$ cat config.mk
export PLATFORM = sky130hd
export DESIGN_NAME = ddr_readout
export DESIGN_NICKNAME = d
export VERILOG_FILES = /design/src/rtl/ddr_readout.sv
export SDC_FILE = /design/constraint.sdc
export NUM_CORES = 1
export LEC_CHECK = 0
export ABC_AREA = 1
export CAP_MARGIN = 5
export CORE_MARGIN = 2
export CORE_UTILIZATION = 46
export DETAILED_ROUTE_END_ITERATION = 16
export HOLD_SLACK_MARGIN = 0.08
export PLACE_DENSITY = 0.85
export SLEW_MARGIN = 30
export SYNTH_ARGS = -nofsm -noshare
export SYNTH_HDL_FRONTEND = slang
export SYNTH_SLANG_ARGS = --single-unit
export TNS_END_PERCENT = 1
$ cat constraint.sdc
create_clock -name axi_clk -period 15.95 [get_ports axi_clk]
set_clock_uncertainty 0.15 [all_clocks]
set_input_delay 3.19 -clock axi_clk [delete_from_list [all_inputs] [get_ports axi_clk]]
set_output_delay 3.19 -clock axi_clk [all_outputs]
set_load 0.005 [all_outputs]
$ cat src/rtl/ddr_readout.sv
// Reads a region of DDR over AXI4 in 512-bit beats and serializes each beat
// LSB-first into the SiTCP byte stream, one burst outstanding at a time.
module ddr_readout #(
    parameter logic [31:0] BASE_ADDR = 32'h0000_0000,
    parameter int          BURST_LEN = 16
) (
    input  logic         axi_clk,
    input  logic         axi_aresetn,
    input  logic         start,
    input  logic [31:0]  data_number,
    output logic         busy,
    output logic         done,
    output logic         err,
    output logic [31:0]  axi_araddr,
    output logic [7:0]   axi_arlen,
    output logic [2:0]   axi_arsize,
    output logic [1:0]   axi_arburst,
    output logic         axi_arvalid,
    input  logic         axi_arready,
    input  logic [511:0] axi_rdata,
    input  logic         axi_rlast,
    input  logic         axi_rvalid,
    output logic         axi_rready,
    output logic [7:0]   tcp_tx_data,
    output logic         tcp_tx_wr,
    input  logic         tcp_tx_full
);

    localparam logic [1:0] IDLE = 2'd0;
    localparam logic [1:0] ADDR = 2'd1;
    localparam logic [1:0] DATA = 2'd2;
    localparam logic [1:0] DONE = 2'd3;
    localparam logic [31:0] BURST_MAX = 32'(BURST_LEN);

    logic [1:0]   state_reg;
    logic [31:0]  remaining_reg;
    logic [7:0]   burst_cnt_reg;
    logic [511:0] hold_reg;
    logic         hold_full_reg;
    logic [5:0]   byte_idx_reg;

    logic [31:0]  len_src;
    logic [7:0]   next_arlen;
    logic         beat;
    logic         byte_wr;

    // Length of the next burst comes from data_number at start, else from the beats left.
    assign len_src    = (state_reg == IDLE) ? data_number : remaining_reg;
    assign next_arlen = (len_src > BURST_MAX) ? 8'(BURST_MAX - 32'd1) : 8'(len_src - 32'd1);

    assign axi_arsize  = 3'b110;
    assign axi_arburst = 2'b01;
    assign axi_rready  = (state_reg == DATA) && !hold_full_reg && (burst_cnt_reg != 8'd0);
    assign beat        = axi_rvalid && axi_rready;

    // Write strobe is combinational so it can never coincide with tcp_tx_full.
    assign byte_wr     = hold_full_reg && !tcp_tx_full;
    assign tcp_tx_wr   = byte_wr;
    assign tcp_tx_data = hold_full_reg ? hold_reg[7:0] : 8'h00;

    // Data path only: the byte currently on offer always sits in the low byte.
    always_ff @(posedge axi_clk) begin
        if (beat) begin
            hold_reg <= axi_rdata;
        end else if (byte_wr) begin
            hold_reg <= hold_reg >> 8;
        end
    end

    always_ff @(posedge axi_clk) begin
        if (!axi_aresetn) begin
            state_reg     <= IDLE;
            busy          <= 1'b0;
            done          <= 1'b0;
            err           <= 1'b0;
            axi_arvalid   <= 1'b0;
            axi_araddr    <= BASE_ADDR;
            axi_arlen     <= 8'd0;
            remaining_reg <= 32'd0;
            burst_cnt_reg <= 8'd0;
            hold_full_reg <= 1'b0;
            byte_idx_reg  <= 6'd0;
        end else begin
            done <= 1'b0;
            if (byte_wr) begin
                byte_idx_reg <= byte_idx_reg + 6'd1;
                if (byte_idx_reg == 6'd63) begin
                    hold_full_reg <= 1'b0;
                end
            end

            case (state_reg)
                IDLE: begin
                    if (start) begin
                        busy          <= 1'b1;
                        err           <= 1'b0;
                        axi_araddr    <= BASE_ADDR;
                        remaining_reg <= data_number;
                        if (data_number == 32'd0) begin
                            state_reg <= DONE;
                        end else begin
                            axi_arlen   <= next_arlen;
                            axi_arvalid <= 1'b1;
                            state_reg   <= ADDR;
                        end
                    end
                end
                ADDR: begin
                    if (axi_arready) begin
                        axi_arvalid   <= 1'b0;
                        burst_cnt_reg <= axi_arlen + 8'd1;
                        axi_araddr    <= axi_araddr + (({24'd0, axi_arlen} + 32'd1) << 6);
                        state_reg     <= DATA;
                    end
                end
                DATA: begin
                    if (beat) begin
                        hold_full_reg <= 1'b1;
                        byte_idx_reg  <= 6'd0;
                        burst_cnt_reg <= burst_cnt_reg - 8'd1;
                        if (remaining_reg != 32'd0) begin
                            remaining_reg <= remaining_reg - 32'd1;
                        end
                        // Burst length is tracked by count; rlast is only cross-checked.
                        if (axi_rlast != (burst_cnt_reg == 8'd1)) begin
                            err <= 1'b1;
                        end
                    end else if (burst_cnt_reg == 8'd0) begin
                        if (remaining_reg != 32'd0) begin
                            axi_arlen   <= next_arlen;
                            axi_arvalid <= 1'b1;
                            state_reg   <= ADDR;
                        end else if (!hold_full_reg) begin
                            state_reg <= DONE;
                        end
                    end
                end
                default: begin
                    done      <= 1'b1;
                    busy      <= 1'b0;
                    state_reg <= IDLE;
                end
            endcase
        end
    end

endmodule

==> key figures <==
Worst setup path
  • CP arrival: between 4 and 5 ns
  • Critical Path RT: around 13 ns
  • Critical Path Fanout Max: 7
  • Slowest-stage cell, CP: clkdlybuf4s50_1
  • Worst Setup Start Kind: input pin
  • R2R cell count: 9
  • Reg2Reg Setup Slack: roughly 11 ns
  • CP Depth: 4
  • Cell family with most CP delay: buffers and inverters
  • Setup crit end kind: output pin
  • Largest stage delay on the critical path: 0.55 ns
  • CP cell instances: clkdlybuf4s50_1, or2_2, inv_2, clkdlybuf4s50_1
  • Critical path class: input pin to output pin
  • Worst reg2reg path startpoint: state_reg[0]
  • Bufs and invs on worst path: 3
  • Crit-path most repeated cell: clkdlybuf4s50_1
  • Reg-to-reg critical path endpoint: hold_reg[51]

Clocking
  • Clock slew at reported path FFs: about 0.06 ns
  • Num Clock Sinks: about 600
  • Worst-Skew Late Latency: about 0.60 ns
  • Max Root-Sink Buffers: 3
  • Root Buffer: clkbuf_16
  • Number of gates resized after cts: 0
  • Hold_buf cts: 0
  • TritonCTS Buffers: 67
  • CTS tree: yes
  • Post-CTS setup buffer count: 0
  • H-tree level count: 3

Detailed routing
  • Routed wl met2: ~38 mm
  • Via-to-Cell Ratio: between 5 and 6
  • Max layer used: met5
  • Final wirelength: ~76 mm
  • # DRC: 0
  • DR iter-0 viols: 1385
  • Avg WL per Cell: roughly 21 µm
  • TritonRoute pass-1 iters: 5
  • Antenna Nets Post-Route: 0
  • Vias: roughly 19000
  • Met1 wire length: slightly below 30 mm
  • Routed met3 length: around 6.1 mm

Layout
  • Layout cell share with drive strength beyond 1: 0.161
  • Commonest non-fill, non-tap cells in the layout: 598 x clkdlybuf4s50_1, 512 x edfxtp_1, 317 x nand2_1
  • Commonest non-fill, non-tap cell in the layout: clkdlybuf4s50_1
  • Largest register FFs: 512
  • Post-layout nets: approximately 3300
  • Layout Cells excl Fill: between 3000 and 4000
  • Layout area overhead: 31.1%

Synthesis
  • Synthesized cell area: ~28000 µm²
  • Avg Inst Size Synth: roughly 13 µm²
  • Mapped Cells: around 2200
  • YS warnings: 0
  • Sequential fraction of the synthesis area: 0.612
  • Cell variety after synth: 46
  • Yosys reg bits: between 500 and 600

Timing
  • Setup tns final: 0 ns
  • Worst Setup Slack, final: 7.94 ns
  • Final Hold Viols: 0
  • Max-slew violations: 0
  • Fmax: roughly 120 MHz
  • Worst slew pin tran: ~0.84 ns
  • Period utilisation layout: 0.502
  • Slew headroom: 0.438
  • Setup Viol. Count Final: 0
  • RSZ-0062 raised after global routing: false
  • Tmin final: 8.01 ns

Power
  • PwrDens: roughly 150 nW/µm²
  • Leakage: between 10 and 15 nW
  • Max VDD drop: 96.9 µV

Placement
  • Number of I/O port buffers: 598
  • HPWL after DPL: 54.6 mm
  • Final RePlAce weighted congestion: 0.919
  • Worst slack at placement: between 7 and 8 ns
  • Post-Place Cells: between 3000 and 4000

Worst hold path
  • Hold Path Class: register to register
  • Min-delay src: remaining_reg[24]
  • Hold path endpoint: remaining_reg[24]
  • Hold Crit Depth: 2

Floorplan
  • Starting Density: 0.464
  • Die Height: ~250 µm
  • Chip width: roughly 250 µm
  • Num ports: 610
  • Rows: 90
  • DIE AREA: about 63000 µm²
  • Core outline area: roughly 60000 µm²

GRT
  • First-pass GRT wire length: ~110 mm
  • Largest net degree at the start of global routing: roughly 190
  • Vias in the first global route: 19600
  • Total gr overflow: 0
  • Initial antenna violation count: 16
  • GRT Total Usage: 0.237

Job
  • # Max-Cap Violations: 0

Outcome
  • Status: finished clean
-- how the worst max path moves through the flow --
stage	start	endpoint
2_1_floorplan	axi_rvalid	hold_reg[0]
5_1_grt	tcp_tx_full	tcp_tx_wr
4_1_cts	tcp_tx_full	tcp_tx_wr
6_report	tcp_tx_full	tcp_tx_wr
3_3_place_gp	tcp_tx_full	tcp_tx_wr
3_5_place_dp	tcp_tx_full	tcp_tx_wr
-- stage by stage --
step | power [W] | utilization | cell area (µm²) | hold slack (ns)
after floorplan | 0.00360 | - | 28000 | 0.303
after global placement | 0.00383 | 0.571 | 34400 | 0.314
after detailed placement | 0.00391 | 0.572 | 34400 | 0.331
after CTS | 0.00541 | 0.606 | 36500 | 0.338
after global routing | 0.00567 | 0.608 | 36600 | 0.361
final | 0.00540 | 0.608 | 36600 | 0.336
-- power by group --
part	switching [W]	internal, W	total (W)
clock	0.000641	0.000850	0.00149
sequential	0.000140	0.00213	0.00227
combinational	0.000957	0.000679	0.00164
total	0.00174	0.00366	0.00540
-- cells by family after synthesis --
| kind of cell | count (synthesis) | synth area share |
|---|---|---|
| compound gates | 144 | 0.0285 |
| fa+ha+maj | 23 | 0.0106 |
| xor+xnor | 15 | 0.00470 |
| buf+inv | 256 | 0.0450 |
| flops | 599 | 0.612 |
| mux | 504 | 0.203 |
| other cells | 2 | 0.000269 |
| simple gates | 638 | 0.0955 |
-- final cells by class --
class                           instances  area [µm²]
Fill cell                            4481       23600
Sequential cell                       599       17100
Multi-Input combinational cell       1335        9620
Timing Repair Buffer                  613        6190
Clock buffer                           88        1790
Tap cell                              782         978
Inverter                              158         593
Clock inverter                         30         312
Antenna cell                           13        32.5
-- synthesized netlist by cell type (all sizes together) --
library cell  instances  area [µm²]
dfxtp                87        1740
a22oi                 1        7.51
o2111ai               1        8.76
xor2                 11        96.3
nor2                192         752
o211ai                2        15.0
edfxtp              512       15400
ha                   22         275
o21ai                60         304
inv                 157         589
mux2                504        5680
xnor2                 4        35.0
nand3b                5        37.5
fa                    1        20.0
and2                  2        12.5
or2                  14        90.1
nand4                22         138
conb                  2        7.51
o21bai                2        15.0
a21oi                69         383
o41ai                 1        8.76
a211oi                2        15.0
nand2               322        1220
clkinv                1        3.75
o22ai                 2        12.5
a21o                  2        15.0
a31oi                 2        12.5
buf                  82         604
nand3                69         355
nor3                 12        60.1
clkbuf               16        60.1
-- metal layers --
| layer | global-route usage | vias up |
|---|---|---|
| met5 | 0 | - |
| li1 | - | 8899 |
| met2 | 0.411 | 754 |
| met3 | 0.0711 | 148 |
| met1 | 0.276 | 9150 |
| met4 | 0.0931 | 4 |
-- worst reg2reg max path: stages, from the launching register on --
cell     delay, ns
dfxtp_1       0.41
inv_1         0.08
ha_1          0.22
inv_2         0.49
nor2_1        0.19
nand3_4       0.53
buf_6         0.65
buf_4         0.81
buf_6         0.71
mux2_2        0.50
Note: power is estimated with default switching activity, not from simulation.
